--- config.mk ---
export PLATFORM = sky130hd
export DESIGN_NAME = nvdla_sdp_e_rd_rsp_unpack
export DESIGN_NICKNAME = d
export VERILOG_FILES = /design/src/rtl/nvdla_sdp_e_rd_rsp_unpack.sv
export SDC_FILE = /design/constraint.sdc
export NUM_CORES = 1
export LEC_CHECK = 0
export BUFFER_PORTS_ARGS = -buffer_cell sky130_fd_sc_hd__buf_2
export CORE_AREA = 8 8 294 296
export CTS_CLUSTER_DIAMETER = 80
export DETAILED_ROUTE_END_ITERATION = 8
export DIE_AREA = 0 0 302 304
export PLACE_DENSITY = 0.42
export SLEW_MARGIN = 20
export SYNTH_ARGS = -nofsm -noshare
export SYNTH_HDL_FRONTEND = slang
export SYNTH_SLANG_ARGS = --single-unit
--- constraint.sdc ---
create_clock -name nvdla_core_clk -period 31.4 [get_ports nvdla_core_clk]
set_clock_uncertainty 0.1 [all_clocks]
set_input_delay 9.42 -clock nvdla_core_clk [delete_from_list [all_inputs] [get_ports nvdla_core_clk]]
set_output_delay 9.42 -clock nvdla_core_clk [all_outputs]
set_load 0.005 [all_outputs]
--- src/rtl/nvdla_sdp_e_rd_rsp_unpack.sv ---
// Unpacks 2-half CVIF read-response packets into a stream of HALF_DW-bit beats.
// A single registered entry holds the packet; only halves flagged in the mask are emitted, lower half first.
module nvdla_sdp_e_rd_rsp_unpack #(
  parameter int HALF_DW = 256
) (
  input  logic                   nvdla_core_clk,
  input  logic                   nvdla_core_rstn,
  input  logic                   cvif2sdp_e_rd_rsp_valid,
  input  logic [2*HALF_DW+1:0]   cvif2sdp_e_rd_rsp_pd,
  output logic                   cvif2sdp_e_rd_rsp_ready,
  output logic                   dma_rd_rsp_vld,
  output logic [HALF_DW-1:0]     dma_rd_rsp_pd,
  output logic                   dma_rd_rsp_last,
  input  logic                   dma_rd_rsp_rdy,
  output logic                   mask_err
);

  logic                 hold_vld;
  logic [1:0]           hold_mask;
  logic [2*HALF_DW-1:0] hold_data;

  logic       in_acc;
  logic       out_acc;
  logic       in_load;
  logic [1:0] in_mask;

  assign in_mask = cvif2sdp_e_rd_rsp_pd[2*HALF_DW+1:2*HALF_DW];

  assign dma_rd_rsp_vld  = hold_vld;
  assign dma_rd_rsp_last = hold_vld && (hold_mask != 2'b11);
  assign dma_rd_rsp_pd   = hold_mask[0] ? hold_data[HALF_DW-1:0]
                                        : hold_data[2*HALF_DW-1:HALF_DW];

  // Ready depends only on holding state and downstream ready, so a new packet
  // can slide in behind the final beat without a bubble.
  assign cvif2sdp_e_rd_rsp_ready = !hold_vld || (dma_rd_rsp_rdy && dma_rd_rsp_last);

  assign in_acc  = cvif2sdp_e_rd_rsp_valid && cvif2sdp_e_rd_rsp_ready;
  assign out_acc = dma_rd_rsp_vld && dma_rd_rsp_rdy;
  assign in_load = in_acc && (in_mask != 2'b00);

  // Holding-entry control
  always_ff @(posedge nvdla_core_clk or negedge nvdla_core_rstn) begin
    if (!nvdla_core_rstn) begin
      hold_vld  <= 1'b0;
      hold_mask <= 2'b00;
      mask_err  <= 1'b0;
    end else begin
      if (in_load) begin
        hold_vld  <= 1'b1;
        hold_mask <= in_mask;
      end else if (out_acc && dma_rd_rsp_last) begin
        hold_vld  <= 1'b0;
      end else if (out_acc && (hold_mask == 2'b11)) begin
        hold_mask <= 2'b10;
      end
      if (in_acc && (in_mask == 2'b00)) begin
        mask_err <= 1'b1;
      end
    end
  end

  // Packet payload, qualified by hold_vld/hold_mask
  always_ff @(posedge nvdla_core_clk) begin
    if (in_load) begin
      hold_data <= cvif2sdp_e_rd_rsp_pd[2*HALF_DW-1:0];
    end
  end

endmodule

==> impl_metrics.csv <==
group,metric,value,unit
outcome,status,"completed",
clock_tree,cts_sinks,516,
clock_tree,holdBufCountCts,0,
sta,period_share,62.2,%
place,place.gp.congestion,0.777,
floorplan,pin_count,778,
floorplan,rows,105,
clock_tree,cts_setup_buffers,0,
pwr,power.total,0.00186,W
synth,synth_warnings,0,
pwr,ir_worst_vdd,0.0426,mV
synth,synth_cell_types,18,
finish,fin_nets,2156,
route,wl_per_cell,21.1,µm
clock_tree,clk_pin_slew,0.06,ns
clock_tree,cts_tree,"done",
worst_setup_path,rrSetupSlack,27.31,ns
route,viasPerCell,3.91,
synth,yosys.area.top_type,"edfxtp_1",
sta,fin_tns_setup,0,ns
global_routing,track_usage,12.0,%
place,port_buffers,777,
global_routing,grt_pass1_vias,12100,
route,drt-total-wl,58600,µm
worst_setup_path,arrival,10.01,ns
global_routing,grt_max_degree,168,
floorplan,fp.dieH,304,µm
route,final_antenna_net_count,0,
synth,synthArstFlopShare,0.775,%
global_routing,grt_pass1_wl,81500,µm
finish,final_util,32.5,%
global_routing,globalRouteMet3Util,6.07,%
synth,syn-instance-count,818,
worst_setup_path,cp-start-kind,"primary input",
synth,synth_top_area_share,78.7,%
floorplan,initial_core_util,23.9,%
worst_setup_path,end_kind,"output pin",
worst_setup_path,required,21.88,ns
finish,drive_gt1_share,67.0,%
route,via_count,10900,
route,drc,0,
synth,postSynthAreaPerCell,23.9,µm²
run,max_cap_violations,0,
place,place_hpwl,44600,µm
clock_tree,ctsResizeCount,0,
finish,fillers,8032,
clock_tree,worstSkewPairLatency,0.61,ns
floorplan,die_x,302,µm
sta,hold_slack,0.408,ns
finish,syn_to_final_growth,35.9,%
synth,synth-seq-cells,516,
global_routing,antenna_found_initial,39,
global_routing,grt_busiest_layer,"met2",
global_routing,overflow,0,
sta,clock.fmax,51.2,MHz
sta,fin_crit,19.53,ns
synth,synth.most_common_cell,"edfxtp_1",
clock_tree,cts_root_buf,"clkbuf_16",
global_routing,use_met1,11.1,%
sta,relSlewSlack,28.4,%
synth,synth_nets,1336,
worst_setup_path,cp_max_fo,4,
synth,yosys_most_used_dff,"edfxtp_1",
sta,setup_violations,0,
route,drt_iter0_drc,532,
synth,yosys-top-cells-count,"512 x edfxtp_1, 200 x mux2_4, 56 x mux2_2, 27 x buf_6, 4 x dfrtp_1",
worst_setup_path,crit_type,"primary input to output pin",
floorplan,design.core.area,81600,µm²
sta,tightest_slew,1.07,ns
sta,hold_violations,0,
clock_tree,cts_max_level,2,
sta,slew_viol_final,0,
pwr,p_per_area,70.3,nW/µm²
clock_tree,clk_path_buf_depth,3,
worst_hold_path,hold_class,"flop to flop",
sta,rsz0062_at_grt,"no",
pwr,p_leak,10.7,nW
synth,yosysSeqAreaShare,79.3,%
global_routing,grtUsageMet2,22.4,%
route,drt-pass1-iter-count,5,
floorplan,dieArea,91800,µm²
synth,synth_edf_count,512,
synth,syn_area,19500,µm²
clock_tree,numCtsBuffers,61,
synth,synth_area_leaders,"edfxtp_1 79%, mux2_4 15%, mux2_2 3.2%",
## layout by cell type, fill, tap and decap left out, types with 4 or more instances in the layout
master | synthesis | layout
buf_2 | 2 | 777
buf_4 | 0 | 6
clkbuf_1 | 0 | 17
clkbuf_16 | 0 | 63
clkbuf_8 | 0 | 4
clkinv_1 | 0 | 13
clkinv_2 | 0 | 8
diode_2 | 0 | 22
edfxtp_1 | 512 | 512
inv_6 | 0 | 4
mux2_2 | 56 | 56
mux2_4 | 200 | 200
## worst paths after layout
path,startpoint,to,cells after the start
setup reg to reg,hold_mask[0],hold_data[347],6
min in group asynchronous,nvdla_core_rstn,mask_err,1
hold / removal,mask_err,mask_err,1
max in group asynchronous,nvdla_core_rstn,hold_mask[0],1
hold reg to reg,mask_err,mask_err,1
setup / recovery,dma_rd_rsp_rdy,cvif2sdp_e_rd_rsp_ready,4
## registers in the layout (all words and copies together), names as in the netlist
name	cells
dma_rd_rsp_vld	1
mask_err	1
hold_data	512
hold_mask	2
## worst max-delay path, cell delays in order
cell	delay, ns
buf_2	0.12
a21boi_2	0.25
inv_2	0.08
buf_2	0.14
## metal layers
| layer | vias to the layer above | wire length [µm] |
|---|---|---|
| met4 | 34 | 1510 |
| met2 | 496 | 31000 |
| met1 | 5255 | 19000 |
| met3 | 133 | 6840 |
| met5 | - | 225 |
| li1 | 4960 | - |
## cells by family (layout without fill, tap and decap cells)
| family | Yosys count | after routing | share of synthesized area [%] |
|---|---|---|---|
| flip-flops | 516 | 516 | 79.3 |
| AO/OA/AOI/OAI | 8 | 8 | 0.308 |
| buffers and inverters | 30 | 901 | 1.63 |
| AND/OR/NAND/NOR | 8 | 8 | 0.192 |
| other | 0 | 22 | 0 |
| multiplexers | 256 | 256 | 18.6 |
## per-stage QoR
stage,setup WS (ns),instance area (µm²),instances
finish,11.87,26500,2781
floorplan,7.86,19500,818
detailed placement,11.88,24500,2645
global placement,11.89,24500,2645
CTS,11.88,26500,2759
global route,11.84,26500,2770
## cell type report
type / instances / area, µm² / area share [%]
sequential: 516 / 15500 / 58.3
timing repair buffer: 786 / 3990 / 15.0
multi-input combinational: 272 / 3740 / 14.1
clock buffer: 84 / 1700 / 6.39
tap: 1070 / 1340 / 5.05
clock inverter: 30 / 236 / 0.891
antenna: 22 / 55.1 / 0.207
inverter: 1 / 3.75 / 0.0141
## power by group
group          switching [W]  total [W]  internal (W)
registers          0.0000241   0.000850      0.000825
logic               0.000152   0.000338      0.000186
clock network       0.000277   0.000677      0.000401
total               0.000453    0.00186       0.00141
(Power assumes the default switching activity.)
